**config.mk**
```make
export PLATFORM = sky130hd
export DESIGN_NAME = bcd_updown_counter_jk
export DESIGN_NICKNAME = d
export VERILOG_FILES = /design/src/rtl/bcd_updown_counter_jk.sv
export SDC_FILE = /design/constraint.sdc
export NUM_CORES = 1
export LEC_CHECK = 0
export ABC_AREA = 1
export BUFFER_PORTS_ARGS = -buffer_cell sky130_fd_sc_hd__buf_2
export CORE_UTILIZATION = 48
export DETAILED_ROUTE_END_ITERATION = 8
export GPL_TIMING_DRIVEN = 0
export MAX_ROUTING_LAYER = met4
export PLACE_DENSITY = 0.8
export SETUP_SLACK_MARGIN = 0.2
export SYNTH_ARGS = -nofsm -noshare
export SYNTH_HDL_FRONTEND = slang
export SYNTH_SLANG_ARGS = --single-unit
```
**constraint.sdc**
```tcl
create_clock -name clk -period 1.5 [get_ports clk]
set_input_delay 0.3 -clock clk [delete_from_list [all_inputs] [get_ports clk]]
set_output_delay 0.3 -clock clk [all_outputs]
set_load 0.05 [all_outputs]
```
**src/rtl/bcd_updown_counter_jk.sv**
```systemverilog
// Multi-digit BCD up/down counter with parallel load and modulo limit.
// The state register is stored as JK cells driven from a per-bit J/K pair.
module bcd_updown_counter_jk #(
    parameter int NUM_DIGITS = 2,
    parameter int MAX_COUNT  = 99
) (
    input  logic                    clk,
    input  logic                    clear,
    input  logic                    en,
    input  logic                    up,
    input  logic                    load,
    input  logic [4*NUM_DIGITS-1:0] load_val,
    output logic [4*NUM_DIGITS-1:0] count,
    output logic                    tc,
    output logic                    wrap,
    output logic                    load_err
);
    localparam int W = 4 * NUM_DIGITS;

    function automatic logic [W-1:0] to_bcd(input int val);
        logic [W-1:0] r;
        int           v;
        r = '0;
        v = val;
        for (int i = 0; i < NUM_DIGITS; i++) begin
            r[4*i +: 4] = 4'(v % 10);
            v = v / 10;
        end
        return r;
    endfunction

    localparam logic [W-1:0] MAX_BCD = to_bcd(MAX_COUNT);

    logic [W-1:0] inc_val, dec_val, d, j, k, q_next;
    logic [3:0]   dig;
    logic         carry, borrow, digits_ok, load_ok, at_max, at_zero;
    logic         wrap_d, load_err_d;

    assign at_max  = (count == MAX_BCD);
    assign at_zero = (count == '0);
    assign tc      = up ? at_max : at_zero;

    // Ripple carry/borrow across digits; each digit rolls 9<->0 independently.
    always_comb begin
        inc_val = count;
        dec_val = count;
        carry   = 1'b1;
        borrow  = 1'b1;
        dig     = '0;
        for (int i = 0; i < NUM_DIGITS; i++) begin
            dig = count[4*i +: 4];
            if (carry) begin
                inc_val[4*i +: 4] = (dig == 4'd9) ? 4'd0 : dig + 4'd1;
                carry = (dig == 4'd9);
            end
            if (borrow) begin
                dec_val[4*i +: 4] = (dig == 4'd0) ? 4'd9 : dig - 4'd1;
                borrow = (dig == 4'd0);
            end
        end
    end

    // Digit-wise BCD values order the same as their raw encodings.
    always_comb begin
        digits_ok = 1'b1;
        for (int i = 0; i < NUM_DIGITS; i++) begin
            if (load_val[4*i +: 4] > 4'd9) digits_ok = 1'b0;
        end
        load_ok = digits_ok && (load_val <= MAX_BCD);
    end

    always_comb begin
        d          = count;
        wrap_d     = 1'b0;
        load_err_d = 1'b0;
        if (load) begin
            if (load_ok) d = load_val;
            else         load_err_d = 1'b1;
        end else if (en) begin
            if (up) begin
                d      = at_max ? '0 : inc_val;
                wrap_d = at_max;
            end else begin
                d      = at_zero ? MAX_BCD : dec_val;
                wrap_d = at_zero;
            end
        end
    end

    // JK excitation and characteristic equation; J=K=1 toggles.
    assign j      = ~count & d;
    assign k      = count & ~d;
    assign q_next = (j & ~count) | (~k & count);

    always_ff @(posedge clk or negedge clear) begin
        if (!clear) begin
            count    <= '0;
            wrap     <= 1'b0;
            load_err <= 1'b0;
        end else begin
            count    <= q_next;
            wrap     <= wrap_d;
            load_err <= load_err_d;
        end
    end
endmodule
```
==> Yosys cells after proc, flatten, opt, wreduce, memory -nomap -nowiden <==
Cells that the tools add are included.
{ "op_classes": {"n_addsub": 4, "order_cmp": 3, "eq_ne": 3, "n_mux": 19, "bitwise_logic": 8, "reduce_logical": 4} }
{ "op_table": {"columns": ["op", "count"], "rows": [
  ["two-way mux 8 bit", 6],
  ["bitwise AND 8 bit", 4],
  ["two-way mux 4 bit", 6],
  ["inverter 8 bit", 3],
  ["adder 4 x 1 -> 4 bit, second input constant", 2],
  ["equality test 4 bit, second input constant", 2],
  ["equality test 8 bit, second input constant", 1],
  ["> comparator 4 bit, second input constant", 2],
  ["<= comparator 8 bit, second input constant", 1],
  ["zero test 4 bit", 2],
  ["zero test 8 bit", 1],
  ["bitwise OR 8 bit", 1],
  ["subtractor 4 x 1 -> 4 bit, second input constant", 2],
  ["two-way mux 1 bit", 7],
  ["logical AND 1 bit", 1]
]} }
{ "totals": {"regBits": 10, "wordCells": 44} }

==> Logic depth before layout (Yosys ltp) <==
{ "depth": {"word_depth": 12, "mapped_depth": 10} }

==> Worst setup path before layout <==
No wires, ideal clock.
{ "synth_timing": {"path_kind": "register to register", "startpoint": "register count[0]", "endpoint": "register count[5]", "setup_ns": 0.113, "t_arrival_ns": 1.916, "t_required_ns": 1.387, "slack_ns": -0.529, "path_stages_with_launch": 7, "path_buffers": 0, "period_less_slack_ns": 2.029, "cell_sequence": "dfrtp_1 > ha_1 > nand4_2 > o21ai_2 > o21ai_2 > nand2_1 > inv_1"} }
{ "synth_via": {"elab_chain_len": 11} }
{ "synth_rtl": {"columns": ["element", "line_no", "rtl"], "rows": [
  ["start: declaration", "13", "output logic [4*NUM_DIGITS-1:0] count,"],
  ["start signal: assignment", "101", "count <= q_next;"],
  ["equality test 4 bit or zero test 4 bit (tied branches)", "54, 58", null],
  ["two-way mux 4 bit, on equally long branches", "52, 56", null],
  ["two-way mux 8 bit, on equally long branches", "81, 84", null],
  ["two-way mux 8 bit (*)", "80", "if (up) begin"],
  ["two-way mux 8 bit (*)", "79", "end else if (en) begin"],
  ["two-way mux 8 bit (*)", "76", "if (load) begin"],
  ["inverter 8 bit", "92", "assign k = count & ~d;"],
  ["bitwise AND 8 bit", "92", null],
  ["inverter 8 bit", "93", "assign q_next = (j & ~count) | (~k & count);"],
  ["bitwise AND 8 bit", "93", null],
  ["bitwise OR 8 bit (*)", "93", null],
  ["net q_next[5]", "34", "logic [W-1:0] inc_val, dec_val, d, j, k, q_next;"]
]} }
The timed path passes the listed nets; every way through them passes the cells marked *.

==> Final worst setup path <==
{ "layout_timing": {"startpoint": "register count[0]", "endpoint": "output port tc"} }
{ "layout_via": {"elab_chain_len": 2} }
{ "layout_rtl": {"columns": ["element", "line_no", "rtl"], "rows": [
  ["equality test 8 bit or zero test 8 bit (tied branches)", "39, 40", null],
  ["two-way mux 1 bit (*)", "41", "assign tc = up ? at_max : at_zero;"],
  ["end: declaration", "14", "output logic tc,"]
]} }
Every way passes the cells marked *; elsewhere a longest branch is shown, timed or not.

==> impl_metrics.json <==
{
  "status": "finished with violations",
  "violations": "setup timing",
  "netlist_top_cells_area": "dfrtp_1 24%, nand2_1 9.2%, ha_1 8.2%, nand3_1 8.0%, nor2_1 6.4%",
  "wirelength_um": 3260,
  "setup_slack_ps": -287,
  "routed_via_density": 5.54,
  "netlist.top_cell.by_area": "dfrtp_1",
  "area_delta_synth_final_pct": 50.7,
  "die-height_um": 49.1,
  "cts_max_path_buffers": 2,
  "grt_pass1_vias": 1148,
  "clkPwrFrac_pct": 13.3,
  "initial_utilization_pct": 52.6,
  "synth_cells": 154,
  "tightest_slew_ps": 415,
  "total_leakage_power_nw": 0.755,
  "powerDensity_nw_per_um2": 926,
  "post-route-util_pct": 79.3,
  "path_max_fanout": 3,
  "rrSetupSlack_ps": -270,
  "grt_overflow": 0,
  "hold_viol_final": 0,
  "relSlewSlack_pct": 72.4,
  "ant_nets": 0,
  "async_flop_share_pct": 100,
  "synth_cell_types": 33,
  "synth-adder-area-share_pct": 8.24,
  "ir_worst_vdd_v": 0.000818,
  "post-place-ws_ps": -265,
  "hold_path_depth": 3,
  "dr.pass1.iters": 4,
  "synth_nets": 174,
  "swShare_pct": 47.4,
  "cts_root_buf": "clkbuf_4",
  "grtUsageTotal_pct": 29.5,
  "antenna_found_initial": 0,
  "nets": 222,
  "grt_max_degree": 11,
  "power_switching_w": 0.000704,
  "nFillCells": 134,
  "dp.cells": 202,
  "fin_crit_sh_pct": 119,
  "synth_common_cells": "26 x nand2_1, 18 x nor2_1, 17 x nand3_1",
  "routedWlPerCell_um": 14.3,
  "min_to": "count[4]",
  "synth_compound_area_share_pct": 20.5,
  "synth-edff-count": 0,
  "synthDominantCellAreaShare_pct": 23.5,
  "yosys_warnings": 0,
  "hpwl_um": 2030,
  "critPathCaptureType": "primary output",
  "reg2regPathDepth": 13,
  "comb_power_share_pct": 62.1,
  "synth.area.mux_share_pct": 0,
  "crit_arrival_ps": 1490,
  "place.gp.congestion": 0.910,
  "synth_ff_type": "dfrtp_1",
  "port_buffers": 21,
  "grt_pass1_wl_um": 5400,
  "synth_top_family_by_area": "simple AND/OR/NAND/NOR gates",
  "maxCapViolCount": 0,
  "fin_crit_ps": 1790,
  "num_io_pins": 24,
  "r2r-start": "count[0]",
  "ys_seq_area_share_pct": 23.5,
  "power_frac_seq_pct": 24.6,
  "antenna_cells": 0,
  "core_um2": 2020,
  "stdcell_count": 228,
  "fp-row-count": 16,
  "ys_ff_latch": 10,
  "timing.rr.end": "count[7]",
  "yosys.cell_count.top_type": "nand2_1",
  "finalSetupTns_ps": -1100,
  "cts_tree": "yes",
  "cts_num_sinks": 10,
  "htree_levels": 1,
  "dieArea_um2": 2410,
  "synth.avg_cell_area_um2": 6.91,
  "synth.cell_area_um2": 1060,
  "cts_made_buffers": 3,
  "max_freq_ghz": 0.559,
  "slew_viol_final": 0,
  "cp.required_ps": 1200,
  "worst_setup_path_start_kind": "flip-flop",
  "worstHoldPathType": "primary input to flip-flop",
  "drc": 0,
  "drive_gt1_share_pct": 48.8,
  "vias": 1264,
  "clock_latency_ps": 270,
  "setup_viol": 8,
  "p_int_w": 0.000780,
  "clk_pin_slew_ps": 70,
  "rsz0062_at_grt": "true",
  "power_w": 0.00148,
  "crit_type": "flip-flop to primary output",
  "die_w_um": 49.1,
  "worstHoldStart": "load_val[4]",
  "synth-xor-area-share_pct": 1.65,
  "synthSimpleGateAreaFrac_pct": 35.3,
  "first_iter_violations": 67,
  "finalClockSkew_ps": 5.02
}
-- repair_timing --
| action | in CTS | in global routing |
|---|---|---|
| pin swaps | 8 | 3 |
| hold endpoints to repair | 10 | 0 |
| setup endpoints to repair | 12 | 15 |
| setup buffers | 18 | 3 |
| gates resized for setup | 24 | 13 |
| hold buffers | 1 | 0 |
-- state kept, by name, summed over array words and instances (netlist names) --
name	flops
load_err	1
count	8
wrap	1
-- routing by layer --
layer	GRT usage, %	vias up	wire [um]
met5	-	-	0
li1	-	616	-
met3	0.935	9	208
met4	8.82	0	68
met2	49.5	61	1550
met1	38.4	578	1440
-- layout by cell type (no fill, tap or decap), types with 4 or more instances in the layout --
cell type  netlist  layout
o211ai_1         4       4
a21oi_1         11       9
buf_2            1      16
nand3_1         17      14
nor2_1          18      15
dfrtp_2          0       7
a21oi_2          3       5
o21ai_1          3       5
buf_4            1      16
nand3_2          2       4
clkbuf_4         0       4
inv_1           12       8
nand2_1         26      25
o21ai_2          4       4
inv_2            3       5
buf_6            2      10
o21ai_0         10       7
ha_1             7       4
-- how the worst max path moves through the flow --
stage / from / to / slack [ps] / depth (start not counted)
5_1_grt: count[0] / tc / -340 / 7
3_3_place_gp: count[0] / tc / -260 / 7
3_5_place_dp: count[0] / tc / -270 / 7
4_1_cts: count[0] / tc / -230 / 7
2_1_floorplan: count[5] / tc / -120 / 4
6_report: count[0] / tc / -290 / 7
-- worst max-delay path, cell delays in order (launching register included) --
cell and delay (ps):
dfrtp_4 510, inv_4 70, ha_4 150, nand2_4 60
nor2_4 100, nand2_2 80, o21ai_4 70, buf_6 170
-- per-stage QoR --
step / hold slack [ps] / instance area, um^2
after CTS: 285 / 1540
final: 286 / 1600
after global placement: 169 / 1280
after detailed placement: 174 / 1280
after global routing: 320 / 1600
after floorplan: 4.41 / 1140
-- kinds of logic (layout without fill, tap and decap cells) --
family                     after synthesis  after routing
AOI/OAI and AO/OA                       36             36
and+or+nand+nor                         75             75
DFF                                     10             10
xor gates and xnor gates                 2              2
adders and majority gates                7              7
buffers and inverters                   24             71
-- cell type report --
| class | count | area (um^2) | share of cell area, % |
|---|---|---|---|
| Clock buffer | 4 | 26.3 | 1.64 |
| Tap cell | 27 | 33.8 | 2.11 |
| Multi-Input combinational cell | 120 | 816 | 50.9 |
| Timing Repair Buffer | 43 | 337 | 21.0 |
| Buffer | 6 | 47.5 | 2.97 |
| Inverter | 18 | 80.1 | 5.00 |
| Sequential cell | 10 | 263 | 16.4 |
-- power by group through the flow --
stage	Sequential, W	Clock (W)	Combinational (W)
6_report	0.000365	0.000197	0.000922
5_1_grt	0.000371	0.000207	0.000992
4_1_cts	0.000361	0.000198	0.000847
3_5_place_dp	0.000387	0	0.000684
3_3_place_gp	0.000385	0	0.000674
2_1_floorplan	0.000516	0	0.000404
Power figures use the tool's default switching activity.
